$ cat config.mk
export PLATFORM = sky130hd
export DESIGN_NAME = calc_operand_seq
export DESIGN_NICKNAME = d
export VERILOG_FILES = /design/src/rtl/calc_pkg.sv /design/src/rtl/calc_operand_seq.sv
export SDC_FILE = /design/constraint.sdc
export NUM_CORES = 1
export LEC_CHECK = 0
export CAP_MARGIN = 25
export CELL_PAD_IN_SITES_DETAIL_PLACEMENT = 0
export CELL_PAD_IN_SITES_GLOBAL_PLACEMENT = 1
export CORE_MARGIN = 2
export CORE_UTILIZATION = 32
export CTS_BUF_LIST = sky130_fd_sc_hd__clkbuf_16
export CTS_CLUSTER_DIAMETER = 100
export DETAILED_ROUTE_END_ITERATION = 7
export PLACE_DENSITY = 0.84
export SLEW_MARGIN = 20
export SYNTH_ARGS = -nofsm -noshare
export SYNTH_HDL_FRONTEND = slang
export SYNTH_SLANG_ARGS = --single-unit
$ cat constraint.sdc
create_clock -name clk -period 1.88 [get_ports clk]
set_input_delay 0.188 -clock clk [delete_from_list [all_inputs] [get_ports clk]]
set_output_delay 0.188 -clock clk [all_outputs]
set_load 0.1 [all_outputs]
$ cat src/rtl/calc_pkg.sv
// Shared definitions for the 4-bit calculator datapath: operand width and
// operand-sequencer state encoding.
package calc_pkg;

  localparam int CALC_W = 4;

  typedef enum logic [1:0] {
    IDLE   = 2'd0,
    A_HELD = 2'd1,
    EXEC   = 2'd2,
    DONE   = 2'd3
  } calc_state_t;

endpackage : calc_pkg

$ cat src/rtl/calc_operand_seq.sv
// Operand sequencer and result latch feeding the 4-bit add/sub unit.
// Optional macro CALC_CHAIN_EN: a load in DONE chains the previous result as A.
module calc_operand_seq
  import calc_pkg::*;
(
  input  logic              clk,
  input  logic              rst_n,
  input  logic [CALC_W-1:0] din,
  input  logic              load,
  input  logic              op_sub,
  input  logic              clear,
  output logic [CALC_W-1:0] a_out,
  output logic [CALC_W-1:0] b_out,
  output logic              subsel_out,
  input  logic [CALC_W-1:0] x_in,
  input  logic              cout_in,
  input  logic              ovf_in,
  output logic [CALC_W-1:0] result,
  output logic              result_cout,
  output logic              result_ovf,
  output logic              result_valid,
  output logic              busy
);

  calc_state_t       state_q, state_d;
  logic [CALC_W-1:0] a_q, a_d;
  logic [CALC_W-1:0] b_q, b_d;
  logic              sub_q, sub_d;
  logic [CALC_W-1:0] res_q, res_d;
  logic              res_cout_q, res_cout_d;
  logic              res_ovf_q, res_ovf_d;
  logic              res_valid_q, res_valid_d;

  always_comb begin
    // NOTE: every *_d starts from its *_q so that no path through the case
    // leaves a signal unassigned, which would otherwise infer a latch.
    state_d     = state_q;
    a_d         = a_q;
    b_d         = b_q;
    sub_d       = sub_q;
    res_d       = res_q;
    res_cout_d  = res_cout_q;
    res_ovf_d   = res_ovf_q;
    res_valid_d = res_valid_q;

    if (clear) begin
      state_d     = IDLE;
      a_d         = '0;
      b_d         = '0;
      sub_d       = 1'b0;
      res_d       = '0;
      res_cout_d  = 1'b0;
      res_ovf_d   = 1'b0;
      res_valid_d = 1'b0;
    end else begin
      unique case (state_q)
        IDLE: begin
          if (load) begin
            a_d     = din;
            state_d = A_HELD;
          end
        end
        A_HELD: begin
          if (load) begin
            b_d     = din;
            sub_d   = op_sub;
            state_d = EXEC;
          end
        end
        EXEC: begin
          // Operands have been on the add/sub inputs for a full cycle.
          res_d       = x_in;
          res_cout_d  = cout_in;
          res_ovf_d   = ovf_in;
          res_valid_d = 1'b1;
          state_d     = DONE;
        end
        DONE: begin
          if (load) begin
            res_valid_d = 1'b0;
`ifdef CALC_CHAIN_EN
            a_d     = res_q;
            b_d     = din;
            sub_d   = op_sub;
            state_d = EXEC;
`else
            a_d     = din;
            state_d = A_HELD;
`endif
          end
        end
        default: state_d = IDLE;
      endcase
    end
  end

  always_ff @(posedge clk) begin
    // NOTE: sequential state uses non-blocking assignments only; reset is
    // synchronous, sampled on the same edge as every other update.
    if (!rst_n) begin
      state_q     <= IDLE;
      a_q         <= '0;
      b_q         <= '0;
      sub_q       <= 1'b0;
      res_q       <= '0;
      res_cout_q  <= 1'b0;
      res_ovf_q   <= 1'b0;
      res_valid_q <= 1'b0;
    end else begin
      state_q     <= state_d;
      a_q         <= a_d;
      b_q         <= b_d;
      sub_q       <= sub_d;
      res_q       <= res_d;
      res_cout_q  <= res_cout_d;
      res_ovf_q   <= res_ovf_d;
      res_valid_q <= res_valid_d;
    end
  end

  assign a_out        = a_q;
  assign b_out        = b_q;
  assign subsel_out   = sub_q;
  assign result       = res_q;
  assign result_cout  = res_cout_q;
  assign result_ovf   = res_ovf_q;
  assign result_valid = res_valid_q;
  assign busy         = (state_q == EXEC);

endmodule : calc_operand_seq
Word level (Yosys, flattened, before mapping)
Cells that the tools add are included.
Operators by class
  eq/ne operators: 6
  muxes and demuxes: 5
  bitwise gates (word level): 1
  reductions and logical operators: 8
Operators with widths (number)
  AND reduction 2 bit: 4
  one-hot mux 2 bit (3 select lines): 1
  equality test 2 bit, second input constant: 2
  2-to-1 mux 2 bit: 2
  inequality test 2 bit, second input constant: 2
  OR reduction 2 bit: 2
  equality test 2 x 1 -> 1 bit, second input constant: 1
  zero test 2 bit: 1
  inequality test 2 x 1 -> 1 bit, second input constant: 1
  one-hot mux 1 bit (2 select lines): 1
  nonzero test 2 bit: 1
  2-to-1 mux 1 bit: 1
  inverter 1 bit: 1
Storage, ports and cells
  register bits: 18
  bits of input ports: 15
  output and inout bits: 17
  word-level logic and storage cells: 28

Longest topological paths before layout
Gate-level depths: netlist (run 1).
  word-level depth: 4
  depth in mapped cells: 6
  mapped depth without buffers: 5

Worst setup path before layout (run 1)
Ideal clock, no wire load.
  kind: flip-flop to flip-flop
  from: register state_q[0]
  to: register res_valid_q (netlist: result_valid)
  library setup time: 0.065 ns
  arrival: 1.563 ns
  required time: 1.815 ns
  path slack: 0.252 ns
  stages on the path, launching flop included: 6
  path buffers: 0
  period minus slack after synthesis: 1.628 ns
  cell sequence: dfxtp_1 inv_1 ha_1 nor2b_1 a21oi_2 nor2_2
On the way
  cells in the longest elaborated chain, start to end: 3
  elaborated cells between the ends (all ways): 6
  those cells by class: 3 x eq/ne; 1 x mux; 2 x reduce/logical
RTL lines
  from (decl): RTL line calc_operand_seq.sv:25  | calc_state_t state_q, state_d;
  from (signal assigned): RTL line calc_operand_seq.sv:110  | state_q <= state_d;
  equality test 2 bit (*)
  named net busy: RTL line calc_operand_seq.sv:22  | output logic busy
  nonzero test 2 bit (no source line)
  AND reduction 2 bit (no source line)
  to (signal assigned): RTL line calc_operand_seq.sv:117  | res_valid_q <= res_valid_d;
  to (decl): RTL line calc_operand_seq.sv:32  | logic res_valid_q, res_valid_d;
The timed path passes the listed nets; every way through them passes the cells marked *.
A chain may end at the register's enable or synchronous reset.

Worst setup path after layout (run 1)
  from: register state_q[0]
  to: output busy
On the way
  cells in the longest elaborated chain, start to end: 1
RTL lines
  equality test 2 bit: RTL line calc_operand_seq.sv:128  | assign busy = (state_q == EXEC);
  to (decl): RTL line calc_operand_seq.sv:22
No other way between the ends.

==> out/qor.txt, run 1 <==
==================================================================================================
Largest net degree at the start of global routing                                               19
Sum of negative setup slack                                                                   0 ns
Drt pass-1 iters                                                                                 4
Commonest non-fill, non-tap cell in the layout                                        sky130_fd_sc_hd__dfxtp_1
Required @ worst endpoint                                                                  1.69 ns
Area of the die                                                                         2880 sq um
# DRC                                                                                            0
Flops & latches, synth                                                                          18
CTS H-tree lvls                                                                                  1
Count of input and output buffers                                                               31
Die Wd                                                                                     53.7 um
Slew at the pin with the worst max-slew slack                                             0.472 ns
Number of sinks driven by the clock tree                                                        18
Post-DRT Antenna Nets                                                                            0
Syn nets                                                                                       101
Count of inserted antenna diode cells                                                            0
Core Region                                                                             2280 sq um
Power density cells                                                                    846 nW/um^2
CTS-repair resized insts                                                                         0
Portion of the post-synthesis area used by sequential elements                               0.456
Max-Cap Viols                                                                                    0
Height of the die                                                                          53.7 um
Setup crit start                                                                        state_q[0]
Setup repair after global routing missed its margin                                             no
Clock transition time at the flip-flop clock pins of the worst setup and hold paths        0.05 ns
Layout Area Growth over Synthesis                                                            43.1%
Initial core utilization                                                                     0.347
GR Util All Layers                                                                           0.116
Number of instances in the synthesized netlist                                                  82
Count of final setup violators                                                                   0
Number of distinct standard cells referenced by the synthesized netlist                         17
Worst clock skew                                                                        0.00113 ns
Post-CTS setup buffer count                                                                      0
Crit. End Element                                                                     primary output
Nets@finish                                                                                    132
Via count                                                                                      646
Routed wire length per instance                                                            11.1 um
GRT Residual Overflow                                                                            0
Inserted Clock Buffers                                                                           3
Syn_area_per_cell                                                                       9.63 sq um
Number of buffers between clock root and the deepest sink                                        2
Vias in the first global route                                                                 573
Final Slew Violations                                                                            0
Startpoint Class                                                                          register
Time the final worst path needs with I/O delays and setup                                  1.30 ns
Detailed-route vias per instance                                                              4.61
Maximum clock rate                                                                         767 MHz
CTS tree                                                                                      done
Number of top-level pins                                                                        32
Category of the critical setup timing path                                            register to primary output
Last element of the critical path                                                             busy
Critical register-to-register path startpoint                                           state_q[0]
Worst min-delay path category                                                         register to register
Number of failing hold endpoints at the final stage                                              0
Highest ir drop seen on vdd                                                             0.000851 V
Leak Pwr                                                                               0.000442 uW
Logic depth of the worst register-to-register path                                               5
HPWL after DPL                                                                             1220 um
Post-Route WL                                                                              1550 um
Slew Limit Headroom                                                                          0.684
Cell area after technology mapping                                                       790 sq um
Commonest cells after routing, fill and taps aside                                    sky130_fd_sc_hd__dfxtp_1, sky130_fd_sc_hd__buf_4, sky130_fd_sc_hd__clkdlybuf4s50_1
Result of the run                                                                     finished, final reports clean
Row count                                                                                       17
Number of buffers inserted for hold repair after clock tree synthesis                            0
Wire length of the first global-routing pass                                               2410 um
Capturing point of the worst reg2reg path                                                 a_out[2]
Top fanout value on the critical path                                                            4
Clk_lat worst skew                                                                         0.25 ns
Arrival time worst endpoint                                                                1.12 ns
Layout cell share with drive strength beyond 1                                               0.304
Final weighted congestion of routability-driven global placement                             0.694
Yosys warning total                                                                              0
Setup slack of the worst register-to-register path                                         0.58 ns
DRC violation total after the first TritonRoute iteration                                        9
Number of antenna violations at the first check in global routing                                0
Root buf cell                                                                         sky130_fd_sc_hd__clkbuf_16
Smallest hold slack                                                                       0.458 ns
Post-route clock period utilization                                                          0.694
==================================================================================================
==> state kept, by name, summed over array words and instances, names as in the netlist <==
name / cells
a_out: 4
b_out: 4
result: 4
result_cout: 1
result_ovf: 1
result_valid: 1
state_q: 2
subsel_out: 1
==> synthesized netlist by cell type <==
library cell / instances / area [sq um]
sky130_fd_sc_hd__buf_6: 3 / 33.8
sky130_fd_sc_hd__a21oi_2: 4 / 35.0
sky130_fd_sc_hd__inv_2: 1 / 3.75
sky130_fd_sc_hd__mux2i_1: 6 / 60.1
sky130_fd_sc_hd__nor2b_1: 1 / 6.26
sky130_fd_sc_hd__a21oi_1: 8 / 40.0
sky130_fd_sc_hd__nand3_1: 9 / 45.0
sky130_fd_sc_hd__buf_8: 1 / 15.0
sky130_fd_sc_hd__nand2_2: 1 / 6.26
sky130_fd_sc_hd__nor2_2: 7 / 43.8
sky130_fd_sc_hd__a21o_1: 2 / 15.0
sky130_fd_sc_hd__nand2_1: 13 / 48.8
sky130_fd_sc_hd__ha_1: 4 / 50.1
sky130_fd_sc_hd__inv_1: 2 / 7.51
sky130_fd_sc_hd__dfxtp_1: 18 / 360
sky130_fd_sc_hd__buf_2: 1 / 5.00
sky130_fd_sc_hd__nand2b_4: 1 / 13.8
==> power breakdown <==
group | switching, uW | internal, uW | total [uW]
clock network | 135 | 282 | 418
registers | 5.39 | 390 | 395
logic | 88.8 | 54.4 | 143
==> worst max-delay path, cell delays in order (launching register included) <==
cell and delay, ns:
sky130_fd_sc_hd__dfxtp_1 0.38, sky130_fd_sc_hd__inv_1 0.08, sky130_fd_sc_hd__ha_1 0.24, sky130_fd_sc_hd__buf_12 0.18
==> kinds of logic (layout without fill, tap and decap cells) <==
kind of cell,count (synthesis),in the layout,synth area share
compound gates,14,14,0.114
simple gates,32,32,0.208
mux,6,6,0.0761
buf+inv,8,38,0.0824
fa+ha+maj,4,4,0.0634
flops,18,18,0.456
==> final cells by class <==
class | instances | area (sq um)
clock buffer | 3 | 75.1
clock inverter | 1 | 3.75
fill | 228 | 1150
inverter | 3 | 11.3
multi-input combinational | 56 | 364
sequential | 18 | 360
tap | 28 | 35.0
timing repair buffer | 31 | 280
==> metal layers <==
metal	vias up	share of wire	routed length, um	track usage
met5	-	0	0	0
met1	281	0.46	719	0.134
met3	2	0.089	138	0.0528
met2	31	0.44	684	0.197
li1	332	-	-	-
met4	0	0.0071	11	0.0256
==> through the flow <==
step	util	power, uW	std cells	setup WS, ns	area (sq um)
6_report	0.496	956	140	0.575	1130
5_1_grt	0.496	991	140	0.491	1130
4_1_cts	0.496	968	140	0.568	1130
3_5_place_dp	0.462	547	136	0.383	1050
3_3_place_gp	0.462	545	136	0.461	1050
2_1_floorplan	-	504	82	0.252	790
==> how the worst min path moves through the flow <==
stage	startpoint	end	slack, ns	cells after the start
after detailed placement	a_out[1]	a_out[1]	0.45	2
after CTS	a_out[1]	a_out[1]	0.46	2
after global placement	a_out[0]	a_out[0]	0.45	2
after global routing	a_out[0]	a_out[0]	0.48	2
final	b_out[3]	b_out[3]	0.46	2
after floorplan	din[0]	a_out[0]	0.33	2
(Power assumes the default switching activity.)
==> inputs of run 2 (changes only) <==
CORE_UTILIZATION = 27   (was 32)
PLACE_DENSITY = 0.76   (was 0.84)
clock period = 1.1 ns   (was 1.88 ns; I/O delays follow)
==> run 2 against run 1 <==
Compared with the run above: the flow now finishes with violations (negative setup slack); highest routed layer unchanged; non-clock buffer count increased by 5; clock-buffer cell count unchanged; routed wire length increased by 16%; first-iteration DRC count decreased by 11%; sequential share of layout area decreased by 5.6 points; critical endpoint unchanged; global-route usage increased by 0.68 points; worst hold slack got worse by 0.046 ns; die area increased by 17%; largest cell class is now non-clock buffers; combinational power increased by 120%.
==> out/qor.txt, run 2 (synthesis results as in run 1) <==
==================================================================================================
Share of total power in the clock network                                                    0.421
Post-Route WL                                                                              1810 um
Cell with the largest stage delay on the worst path                                   sky130_fd_sc_hd__dfxtp_4
Inserted Clock Buffers                                                                           3
Setup slack of the worst register-to-register path                                         0.02 ns
Startpoint Class                                                                          register
Capturing point of the worst reg2reg path                                                 a_out[0]
GRT met3 Usage                                                                              0.0156
Worst Setup Slack, final                                                                -0.0513 ns
Category of the critical setup timing path                                            register to primary output
Root buf cell                                                                         sky130_fd_sc_hd__clkbuf_16
Slew Limit Headroom                                                                          0.815
Result of the run                                                                     complete, but fails checks
Arrival time worst endpoint                                                                1.04 ns
Top fanout value on the critical path                                                            4
Row count                                                                                       19
Layout cell share with drive strength beyond 1                                               0.598
Fraction of power spent switching nets                                                       0.251
Routed wire length per instance                                                            12.2 um
Final Power                                                                                1730 uW
Most used routing layer in global routing                                                     met2
Commonest cells after routing, fill and taps aside                                    sky130_fd_sc_hd__buf_12, sky130_fd_sc_hd__dfxtp_2, sky130_fd_sc_hd__clkdlybuf4s50_1
Drt pass-1 iters                                                                                 4
DRC violation total after the first TritonRoute iteration                                        8
Cell-by-cell listing of the critical path                                             buf_6 > ha_4 > buf_12
Detailed-route vias per instance                                                              4.66
Post-CTS setup buffer count                                                                      0
Via count                                                                                      690
Number of buffers between clock root and the deepest sink                                        2
Highest ir drop seen on vdd                                                             0.000744 V
Number of top-level pins                                                                        32
CTS H-tree lvls                                                                                  1
Number of sinks driven by the clock tree                                                        18
Last element of the critical path                                                             busy
Global routing usage on met2                                                                 0.200
Layout Area Growth over Synthesis                                                            86.8%
Time the final worst path needs with I/O delays and setup                                  1.15 ns
Crit. End Element                                                                     primary output
# DRC                                                                                            0
Clock transition time at the flip-flop clock pins of the worst setup and hold paths        0.05 ns
HPWL after DPL                                                                             1340 um
Setup crit start                                                                        state_q[1]
CP delay by family, top                                                                 flip-flops
Worst min-delay path category                                                         primary input to register
Commonest non-fill, non-tap cell in the layout                                        sky130_fd_sc_hd__buf_12
Sequential share of power                                                                    0.395
Leak Pwr                                                                               0.000529 uW
Post-route clock period utilization                                                           1.05
Levels on crit path                                                                              3
Sum of negative setup slack                                                             -0.0513 ns
Number of failing hold endpoints at the final stage                                              0
Worst clock skew                                                                        0.00122 ns
Required @ worst endpoint                                                                  0.99 ns
Clk_lat worst skew                                                                         0.25 ns
Grt met1 use                                                                                 0.157
GRT Residual Overflow                                                                            0
Slowest Stage Delay on Critical Path                                                       0.36 ns
Maximum clock rate                                                                         869 MHz
Post-DRT Antenna Nets                                                                            0
Critical register-to-register path startpoint                                           state_q[0]
Final Slew Violations                                                                            0
Core Region                                                                             2760 sq um
Die Wd                                                                                     58.1 um
GR Util All Layers                                                                           0.123
Internal Power                                                                             1290 uW
Logic depth of the worst register-to-register path                                               5
Area of the die                                                                         3370 sq um
Violated checks                                                                       negative setup slack
Slew at the pin with the worst max-slew slack                                             0.278 ns
Height of the die                                                                          58.1 um
Wire length of the first global-routing pass                                               3150 um
CTS tree                                                                                      done
Combinational share of power                                                                 0.183
Power density cells                                                                   1170 nW/um^2
Count of final setup violators                                                                   1
Largest net degree at the start of global routing                                               19
Initial core utilization                                                                     0.286
Count of inserted antenna diode cells                                                            0
NetSw                                                                                       433 uW
Nets@finish                                                                                    137
Count of input and output buffers                                                               31
Number of buffers inserted for hold repair after clock tree synthesis                            0
Final weighted congestion of routability-driven global placement                             0.756
Vias in the first global route                                                                 721
Setup repair after global routing missed its margin                                            yes
Max-Cap Viols                                                                                    0
Number of antenna violations at the first check in global routing                                0
Worst path buffer plus inverter count                                                            2
==================================================================================================
run 2: cell count changes in the layout (fill, tap and decap cells not counted), moves of 3 or more:
cell,previous run,this run
sky130_fd_sc_hd__dfxtp_1,18,0
sky130_fd_sc_hd__ha_4,0,3
sky130_fd_sc_hd__nand2_1,13,9
sky130_fd_sc_hd__buf_4,16,4
sky130_fd_sc_hd__ha_1,4,1
sky130_fd_sc_hd__buf_12,1,17
sky130_fd_sc_hd__nand2_2,1,4
sky130_fd_sc_hd__dfxtp_2,0,16
run 2: layout make-up:
type / count / area [sq um]
clock buffers: 3 / 75.1
clock inverters: 1 / 3.75
fillers: 248 / 1280
inverters: 3 / 13.8
multi-input cells: 56 / 434
flip-flops and latches: 18 / 388
well taps: 31 / 38.8
repair buffers: 36 / 522
run 2: what timing repair did:
| action | 4_1_cts | 5_1_grt |
|---|---|---|
| gates resized for setup | 4 | 12 |
| pin swaps | 0 | 2 |
| setup endpoints to repair | 9 | 14 |
run 2: stage by stage:
step	cell area [sq um]	cells	hold WS (ns)	setup slack [ns]	utilization
6_report	1480	148	0.412	-0.0513	0.535
5_1_grt	1480	148	0.438	-0.0793	0.535
4_1_cts	1430	148	0.410	-0.0613	0.519
3_5_place_dp	1340	144	0.469	-0.0988	0.486
3_3_place_gp	1340	144	0.466	-0.0453	0.486
2_1_floorplan	841	82	0.248	-0.0458	-
run 2: layer usage:
metal / wire (um) / part of all wire / vias up
met4: 27 / 0.015 / 0
met1: 837 / 0.46 / 318
li1: - / - / 340
met5: 0 / 0 / -
met2: 827 / 0.46 / 28
met3: 113 / 0.063 / 4
run 2: worst min-delay path, delay by kind of cell:
family,cells,cell delay [ns]
compound gates,1,0.05
buf+inv,1,0.40
simple gates,1,0.06
run 2: worst min-delay path by stage:
stage / start / to / slack [ns] / depth (start not counted)
global placement: subsel_out / subsel_out / 0.47 / 2
detailed placement: subsel_out / subsel_out / 0.47 / 2
finish: op_sub / subsel_out / 0.41 / 3
CTS: op_sub / subsel_out / 0.41 / 3
global route: op_sub / subsel_out / 0.44 / 3
floorplan: din[0] / a_out[0] / 0.25 / 2
run 2: power by group through the flow:
stage / registers (uW) / logic (uW) / clock network, uW
3_3_place_gp: 695 / 293 / 0
5_1_grt: 685 / 336 / 786
3_5_place_dp: 694 / 298 / 0
6_report: 683 / 317 / 728
4_1_cts: 682 / 303 / 761
2_1_floorplan: 758 / 116 / 0
